### src/rtl/alu_seq.sv
// Registered ALU with a valid/ready handshake: single-cycle ops in one clock,
// iterative shift-add unsigned multiply over WIDTH clocks, results held until consumed.
module alu_seq #(
    parameter int unsigned WIDTH = 64
) (
    input  logic             clk,
    input  logic             reset,
    input  logic             in_valid,
    output logic             in_ready,
    input  logic [WIDTH-1:0] A,
    input  logic [WIDTH-1:0] B,
    input  logic [2:0]       cntrl,
    output logic             out_valid,
    input  logic             out_ready,
    output logic [WIDTH-1:0] result,
    output logic             negative,
    output logic             zero,
    output logic             overflow,
    output logic             carry_out
);

    localparam int unsigned SHW     = $clog2(WIDTH);
    localparam logic [SHW:0] CntOne  = (SHW + 1)'(1);
    localparam logic [SHW:0] CntLast = (SHW + 1)'(WIDTH - 1);

    localparam logic [2:0] OpPass = 3'b000;
    localparam logic [2:0] OpMul  = 3'b001;
    localparam logic [2:0] OpAdd  = 3'b010;
    localparam logic [2:0] OpSub  = 3'b011;
    localparam logic [2:0] OpAnd  = 3'b100;
    localparam logic [2:0] OpOr   = 3'b101;
    localparam logic [2:0] OpXor  = 3'b110;
    localparam logic [2:0] OpLsl  = 3'b111;

    typedef enum logic [1:0] {
        StIdle,
        StMul,
        StDone
    } state_e;

    state_e             state_q, state_d;
    logic [WIDTH-1:0]   result_q, result_d;
    logic               neg_q, zero_q;
    logic               ovf_q, ovf_d;
    logic               cy_q, cy_d;
    logic               load_res;

    logic [2*WIDTH-1:0] prod_q, step_prod, prod_next;
    logic [WIDTH-1:0]   mcand_q, step_mcand;
    logic [WIDTH:0]     mul_sum;
    logic [SHW:0]       cnt_q;

    logic               accept, is_mul, mul_start, take_alu;

    logic [WIDTH-1:0]   b_eff, alu_res;
    logic [WIDTH:0]     add_sum;
    logic               add_cin, msb_cin, alu_ovf, alu_cy;

    always_comb begin
        in_ready = 1'b0;
        unique case (state_q)
            StIdle:  in_ready = 1'b1;
            StDone:  in_ready = out_ready;
            default: in_ready = 1'b0;
        endcase
        if (reset) begin
            in_ready = 1'b0;
        end
    end

    assign accept    = in_valid && in_ready;
    assign is_mul    = (cntrl == OpMul);
    assign mul_start = accept && is_mul;
    assign take_alu  = accept && !is_mul;

    // SUB reuses the adder as A + ~B + 1.
    always_comb begin
        add_cin = (cntrl == OpSub);
        b_eff   = add_cin ? ~B : B;
        add_sum = {1'b0, A} + {1'b0, b_eff} + {{WIDTH{1'b0}}, add_cin};
        msb_cin = add_sum[WIDTH-1] ^ A[WIDTH-1] ^ b_eff[WIDTH-1];
        alu_res = '0;
        alu_ovf = 1'b0;
        alu_cy  = 1'b0;
        case (cntrl)
            OpPass: alu_res = B;
            OpAdd, OpSub: begin
                alu_res = add_sum[WIDTH-1:0];
                alu_cy  = add_sum[WIDTH];
                alu_ovf = msb_cin ^ add_sum[WIDTH];
            end
            OpAnd:   alu_res = A & B;
            OpOr:    alu_res = A | B;
            OpXor:   alu_res = A ^ B;
            OpLsl:   alu_res = A << B[SHW-1:0];
            default: alu_res = '0;
        endcase
    end

    // The accept edge performs the first multiply iteration directly from the inputs.
    always_comb begin
        step_prod  = mul_start ? {{WIDTH{1'b0}}, B} : prod_q;
        step_mcand = mul_start ? A : mcand_q;
        mul_sum    = {1'b0, step_prod[2*WIDTH-1:WIDTH]}
                   + (step_prod[0] ? {1'b0, step_mcand} : {(WIDTH + 1){1'b0}});
        prod_next  = {mul_sum, step_prod[WIDTH-1:1]};
    end

    always_comb begin
        state_d  = state_q;
        result_d = result_q;
        ovf_d    = ovf_q;
        cy_d     = cy_q;
        load_res = 1'b0;
        unique case (state_q)
            StIdle: begin
                if (mul_start) begin
                    state_d = StMul;
                end else if (take_alu) begin
                    state_d = StDone;
                end
            end
            StMul: begin
                if (cnt_q == CntLast) begin
                    state_d  = StDone;
                    result_d = prod_next[WIDTH-1:0];
                    ovf_d    = 1'b0;
                    cy_d     = |prod_next[2*WIDTH-1:WIDTH];
                    load_res = 1'b1;
                end
            end
            StDone: begin
                if (out_ready) begin
                    if (mul_start) begin
                        state_d = StMul;
                    end else if (take_alu) begin
                        state_d = StDone;
                    end else begin
                        state_d = StIdle;
                    end
                end
            end
            default: state_d = StIdle;
        endcase
        if (take_alu) begin
            result_d = alu_res;
            ovf_d    = alu_ovf;
            cy_d     = alu_cy;
            load_res = 1'b1;
        end
    end

    always_ff @(posedge clk) begin
        if (reset) begin
            state_q  <= StIdle;
            result_q <= '0;
            neg_q    <= 1'b0;
            zero_q   <= 1'b0;
            ovf_q    <= 1'b0;
            cy_q     <= 1'b0;
            prod_q   <= '0;
            mcand_q  <= '0;
            cnt_q    <= '0;
        end else begin
            state_q  <= state_d;
            result_q <= result_d;
            ovf_q    <= ovf_d;
            cy_q     <= cy_d;
            // Flags are captured with the result so a reset-cleared block reports all zeros.
            if (load_res) begin
                neg_q  <= result_d[WIDTH-1];
                zero_q <= (result_d == '0);
            end
            if (mul_start) begin
                prod_q  <= prod_next;
                mcand_q <= A;
                cnt_q   <= CntOne;
            end else if (state_q == StMul) begin
                prod_q <= prod_next;
                cnt_q  <= cnt_q + CntOne;
            end
        end
    end

    assign out_valid = (state_q == StDone);
    assign result    = result_q;
    assign negative  = neg_q;
    assign zero      = zero_q;
    assign overflow  = ovf_q;
    assign carry_out = cy_q;

endmodule

### config.mk
export PLATFORM = sky130hd
export DESIGN_NAME = alu_seq
export DESIGN_NICKNAME = d
export VERILOG_FILES = /design/src/rtl/alu_seq.sv
export SDC_FILE = /design/constraint.sdc
export NUM_CORES = 1
export LEC_CHECK = 0
export ABC_CLOCK_PERIOD_IN_PS = 23500
export CORE_ASPECT_RATIO = 1.75
export CORE_UTILIZATION = 39
export DETAILED_ROUTE_END_ITERATION = 8
export MAX_ROUTING_LAYER = met4
export SLEW_MARGIN = 5
export SYNTH_ARGS = -nofsm -noshare
export SYNTH_HDL_FRONTEND = slang
export SYNTH_SLANG_ARGS = --single-unit
### constraint.sdc
create_clock -name clk -period 23.5 [get_ports clk]
set_input_delay 4.7 -clock clk [delete_from_list [all_inputs] [get_ports clk]]
set_output_delay 4.7 -clock clk [all_outputs]
set_load 0.01 [all_outputs]
==> summary.md, run 1 <==
| Metric | Value |
|---|---|
| Resized Gates After CTS | 0 |
| FMAX | 77.5 MHz |
| Maximum buffer depth of the clock tree | 3 |
| Max-cap violations | 1 |
| Post-DR wirelength/cell | 31.6 um |
| Worst-Margin Slew | about 1500 ps |
| Post-DRT Antenna Nets | 0 |
| Clock period minus worst slack | 12900 ps |
| Port Buffers | 204 |
| Routed vias | about 34k |
| NumNets Final | roughly 4.7k |
| Worst Hold Class | reg2reg |
| CP delay by family, top | simple AND/OR/NAND/NOR gates |
| I/O pins | 205 |
| Root Buffer | clkbuf_16 |
| Critical path arrival | 13370 ps |
| Cts hold-fix bufs | 0 |
| Commonest non-fill, non-tap cell in the layout | nand2_1 |
| Worst Setup End Kind | register |
| Mapped Area | just over 30000 sq um |
| Most frequent cells in the layout | 698 x nand2_1, 458 x nor2_1, 408 x a21oi_1, 269 x dfxtp_1, 257 x ha_1 |
| Gpl congestion | 1.07 |
| Clk sink count | 269 |
| Worst EP required | about 24000 ps |
| Power, Total | roughly 1700 uW |
| Largest net degree at the start of global routing | 87 |
| Skew-Pair Late Insertion Delay | a little over 600 ps |
| CTS tree | yes |
| Main flop type after synthesis | dfxtp_1 |
| Num CTS Buffers | 34 |
| Post-Syn Instances | 4283 |
| Fraction of layout cells with a size suffix above 1 | 6.72% |
| Post-synth ARST share | 0% |
| Max rail drop VDD | around 50 uV |
| DP HPWL | about 130000 um |
| Max stage delay on crit path | between 900 and 1000 ps |
| H-tree lvl count | 2 |
| Fill count | slightly above 8k |
| Final setup vio count | 0 |
| Post-route DRC | 0 |
| Die width | around 210 um |
| P&R area growth vs syn | 12.9% |
| Post-Syn Nets | between 4k and 5k |
| Vias per Instance | ~6.4 |
| Initial Utilization | between 30% and 40% |
| Cell Chain, Critical Path | buf_2 -> buf_4 -> and4bb_2 -> nand3_4 -> buf_4 -> buf_4 -> mux2i_1 -> nor2_1 -> ha_1 -> nand4_1 -> nor3_1 -> a21oi_1 -> a211oi_1 -> nor3_1 -> or2_2 -> xnor2_1 -> a211oi_1 -> nand4b_1 -> nor4_1 -> nand4_1 -> o41ai_2 -> a21oi_1 |
| Area of the die | roughly 80000 sq um |
| Unrepaired setup endpoints after global routing | false |
| Vias in the first global route | roughly 34k |
| Initial antenna violation count | 12 |
| Synth warn | 0 |
| Startpoint types | primary input |
| Register area | between 5000 and 6000 sq um |
| Final hold viol count | 0 |
| Post-synthesis sequential element count | roughly 270 |
| Core Area | slightly below 80000 sq um |
| Violated checks | max-capacitance violations |
| Crit path kind | in2reg |
| WL final | 169000 um |
| DRT Pass-1 Iters | 6 |
| Row count | around 140 |
| First-pass GRT wire length | ~240000 um |
| GRT Resource Usage Total | 43.3% |
| Post-CTS Setup Bufs | 0 |
| Final Cycle Share | between 50% and 60% |
| Hold slack final | between 400 and 500 ps |
| Chip Height | 372 um |
| CP Buf/Inv Count | 4 |
| Slew Viols, Final | 0 |
| Gr ovfl total | 0 |
| Clk pin slew, worst setup/hold paths | 70 ps |
| Final Skew | ~32 ps |
| Max stage delay cell, worst path | nor4_1 |
| Worst path most repeated cell | buf_4 |
| Status | finished, violations left |
| PD cells | 48.0 nW/um^2 |
| Sequential share of the synthesized area | ~18% |
| Worst-path fanout max | approximately 60 |
| TNS Setup | 0 ps |
| Rel. slew slack | under 10% |
| Cell variety after synth | between 90 and 100 |
| Drt initial violations | 3490 |
| Syn avg cell area | approximately 7 sq um |
| P_leak | ~0.014 uW |
| Footprint of the multi-input gates | 23300 sq um |
| EDFF count, synth | 0 |
[worst min-delay path, delay by kind of cell, from the launching register on]
kind	cells	cell delay [ps]
AO/OA/AOI/OAI	1	50
flip-flops	1	300
AND/OR/NAND/NOR	1	50
[kinds of logic after synthesis]
kind of cell	after synthesis	share of synthesized area [%]
DFF	269	17.7
muxes	264	11.2
AOI/OAI and AO/OA	1215	25.5
and+or+nand+nor	1619	23.7
buffers and inverters	490	6.48
xor gates and xnor gates	167	4.79
adders and majority gates	259	10.7
[final cells by class]
| cell class | count | share of cell area [%] |
|---|---|---|
| sequential | 269 | 15.6 |
| clock inverter | 20 | 0.694 |
| inverter | 173 | 1.89 |
| tap | 1027 | 3.73 |
| antenna | 11 | 0.0799 |
| multi-input combinational | 3524 | 67.6 |
| clock buffer | 41 | 2.73 |
| timing repair buffer | 287 | 7.67 |
[cells in the mapped netlist, types with 16 or more instances]
cell type  instances  area, sq um
o21ai_0          228         1140
o211ai_1          57          428
o221ai_1          17          149
o21a_1            27          203
a221o_1           16          160
buf_1             31          116
and2_1            97          607
a211oi_1          73          548
a31oi_1           39          244
a311oi_1          27          236
nand3_1           56          280
nand2b_1          19          119
dfxtp_1          269         5390
buf_2             67          335
and3_1            26          163
nor2_1           461         1730
clkbuf_1         209          785
mux4_2            58         1310
a21oi_1          408         2040
ha_1             257         3220
a221oi_1          43          377
a21o_1            46          345
xnor2_1          121         1060
nand2_1          701         2630
o31ai_1           19          143
mux2_2            28          315
nor2b_1           17          106
inv_1            169          634
or3_1             19          119
nor3_1            52          260
nand4_1           68          425
a22oi_1           32          240
mux2i_1          176         1760
xor2_1            46          403
o22ai_1           27          169
nor4_1            31          194
[metal layers]
layer | track usage, % | share of wire (%) | up-vias
li1 | - | - | 15400
met2 | 68.9 | 46 | 1821
met5 | - | 0 | -
met4 | 41.7 | 11 | 0
met1 | 43.7 | 34 | 16300
met3 | 9.24 | 7.9 | 688
[final timing paths]
check	startpoint	to	slack (ps)	depth (start not counted)
max	cntrl[1]	carry_out	10600	22
min	prod_q[117]	prod_q[117]	440	2
max reg2reg	state_q[0]	carry_out	14830	20
min reg2reg	prod_q[117]	prod_q[117]	440	2
[flip-flops by register name (all words and copies together) (netlist names)]
name       count
prod_q       128
mcand_q       64
result        64
cnt_q          7
state_q        2
carry_out      1
negative       1
overflow       1
zero           1
[stage by stage]
stage                     cell area, sq um  util (%)  std cells  worst slack (ps)
after floorplan                      30500         -       4283             12730
after global placement               33200      42.9       5279             10720
after detailed placement             33200      42.9       5279             10650
after CTS                            34400      44.5       5340             11240
after global routing                 34400      44.5       5352             10320
final                                34400      44.5       5352             10600
[report_power, final]
part / internal, uW / switching (uW)
sequential: 468 / 11.4
clock: 325 / 253
combinational: 194 / 400
No activity file was read; power rests on OpenSTA's default activity.
==> run 2: changes to the inputs <==
ABC_CLOCK_PERIOD_IN_PS = 13000   (was 23500)
clock period = 13 ns   (was 23.5 ns; I/O delays follow)
==> summary.md, run 2 (synthesis results as in run 1) <==
| Metric | Value |
|---|---|
| Status | finished, violations left |
| Violated checks | max-capacitance violations |
| PD cells | 87.2 nW/um^2 (+82%) |
| Commonest non-fill, non-tap cell in the layout | nand2_1 |
| P_leak | 0.0137 uW (+0.40%) |
| Final Skew | 32.9 ps (+0.957 ps) |
| Chip Height | 372 um (unchanged) |
| Vias per Instance | 6.39 (-0.21%) |
| Maximum buffer depth of the clock tree | 3 (unchanged) |
| Initial antenna violation count | 8 (-4) |
| CP delay by family, top | simple AND/OR/NAND/NOR gates |
| Area of the die | 79400 sq um (unchanged) |
| Skew-Pair Late Insertion Delay | 610 ps (about the same) |
| Initial Utilization | 39.4% (unchanged) |
| CTS tree | yes |
| Clk sink count | 269 (unchanged) |
| Worst Setup End Kind | register |
| Port Buffers | 204 (unchanged) |
| H-tree lvl count | 2 (unchanged) |
| P&R area growth vs syn | 13.3% |
| Worst Hold Class | reg2reg |
| Critical path arrival | 10570 ps (-2800 ps) |
| Clock period minus worst slack | 10020 ps |
| Post-route DRC | 0 (unchanged) |
| CP Buf/Inv Count | 4 (unchanged) |
| Gpl congestion | 1.07 (about the same) |
| Largest register by flop count | prod_q |
| Worst-path fanout max | 45 (-26%) |
| Resized Gates After CTS | 0 (unchanged) |
| Crit path kind | in2reg |
| Largest net degree at the start of global routing | 96 (+10%) |
| Clk pin slew, worst setup/hold paths | 60 ps (about the same) |
| Gr ovfl total | 0 (unchanged) |
| WL final | 167000 um (-1.5%) |
| Die width | 213 um (unchanged) |
| Worst-Margin Slew | 1450 ps (-19.3 ps) |
| GRT Resource Usage Total | 42.7% (-0.61 points) |
| Cell Chain, Critical Path | buf_2 -> clkinv_1 -> nor2_1 -> nand2_4 -> buf_4 -> xnor2_1 -> ha_1 -> nand2_1 -> nor4_1 -> nand4_1 -> a2111oi_0 -> buf_4 -> nor4_1 -> a211oi_1 -> o221ai_1 -> o21a_1 -> o21ai_1 -> xor2_1 -> a221oi_1 -> nand4_1 -> o21ai_1 |
| Cts hold-fix bufs | 0 (unchanged) |
| NumNets Final | 4694 (+0.23%) |
| Post-DR wirelength/cell | 31.1 um (-1.6%) |
| Most frequent cells in the layout | 698 x nand2_1, 459 x nor2_1, 408 x a21oi_1, 269 x dfxtp_1, 257 x ha_1 |
| Root Buffer | clkbuf_16 |
| Rel. slew slack | 0.583% (-0.89 points) |
| Fraction of layout cells with a size suffix above 1 | 6.91% (+0.19 points) |
| DP HPWL | 128000 um (-1.4%) |
| Final hold viol count | 0 (unchanged) |
| Post-DRT Antenna Nets | 0 (unchanged) |
| R2R setup slack | 5180 ps (-9650 ps) |
| Final setup vio count | 0 (unchanged) |
| TNS Setup | 0 ps (unchanged) |
| First-pass GRT wire length | 237000 um (-1.0%) |
| DRT Pass-1 Iters | 8 (+2) |
| Routed vias | 34.3k (-0.041%) |
| Post-CTS Setup Bufs | 0 (unchanged) |
| Row count | 135 (unchanged) |
| Drt initial violations | 3542 (+1.5%) |
| Worst EP required | 13540 ps (-10430 ps) |
| Startpoint types | primary input |
| Max rail drop VDD | 161 uV (+210%) |
| Max stage delay cell, worst path | nor2_1 |
| Max FFs per register | 128 (unchanged) |
| Slew Viols, Final | 0 (unchanged) |
| FMAX | roughly 100 MHz |
| I/O pins | 205 (unchanged) |
| Num CTS Buffers | 36 (+5.9%) |
| Max stage delay on crit path | 760 ps (-160 ps) |
| Hold slack final | 445 ps (+0.635 ps) |
| Core Area | 77400 sq um (unchanged) |
| Final Cycle Share | 77.1% |
| Max-cap violations | 1 (unchanged) |
| Unrepaired setup endpoints after global routing | false |
| Vias in the first global route | 33.5k (-0.36%) |
[run 2: changes by cell type in the layout (fill, tap and decap cells not counted), sizes merged]
cell / delta
clkinv: -1
clkbuf: +5
inv: -5
buf: +9
diode: -2
clkinvlp: +3
[run 2: worst reg2reg max path, stage by stage (launching register included)]
cell and delay (ps):
dfxtp_1 390, or2_1 380, nor3_2 410, buf_4 670, buf_4 680, mux2i_1 400
nor2_1 80, ha_1 360, nand4_1 250, nor3_1 460, a21oi_1 170, a211oi_1 910
nor3_1 140, or2_2 340, xnor2_1 140, a211oi_1 280, nand4b_1 150, nor4_1 790
nand4_1 250, o41ai_2 360, a21oi_1 100
[run 2: area by class of cell]
cell class	instances	area [sq um]
repair buffers	296	2710
fillers	8295	42800
flip-flops and latches	269	5390
clock buffers	46	1020
well taps	1027	1280
inverters	173	649
multi-input cells	3524	23300
clock inverters	17	224
diodes	9	22.5
[run 2: metal layers]
layer	part of all wire, %	vias to the layer above	routed length [um]	track usage, %
met1	35	16300	58100	43.8
li1	-	15500	-	-
met2	47	1813	78000	69.4
met5	0	-	0	-
met3	7.4	662	12400	7.61
met4	11	0	18200	38.4
[run 2: power breakdown]
group          leakage (uW)  switching (uW)  internal, uW
sequential          0.00218            20.0           846
combinational        0.0109             714           352
clock              0.000593             460           622
total                0.0137            1190          1820
[run 2: final timing paths]
path / start / endpoint / cells after the start
worst max register to register: state_q[0] / carry_out / 20
worst max-delay path: cntrl[1] / zero / 21
worst min register to register: prod_q[87] / prod_q[87] / 2
worst min-delay path: prod_q[87] / prod_q[87] / 2
[run 2: through the flow]
step	instances	instance area, sq um	setup slack (ps)	util (%)	total power (uW)
after floorplan	4283	30500	4330	-	1450
after global placement	5289	33300	2640	43.0	1910
after detailed placement	5289	33300	2660	43.0	1900
after CTS	5352	34500	3270	44.6	2990
after global routing	5360	34600	2950	44.7	3100
final	5361	34600	2980	44.7	3010
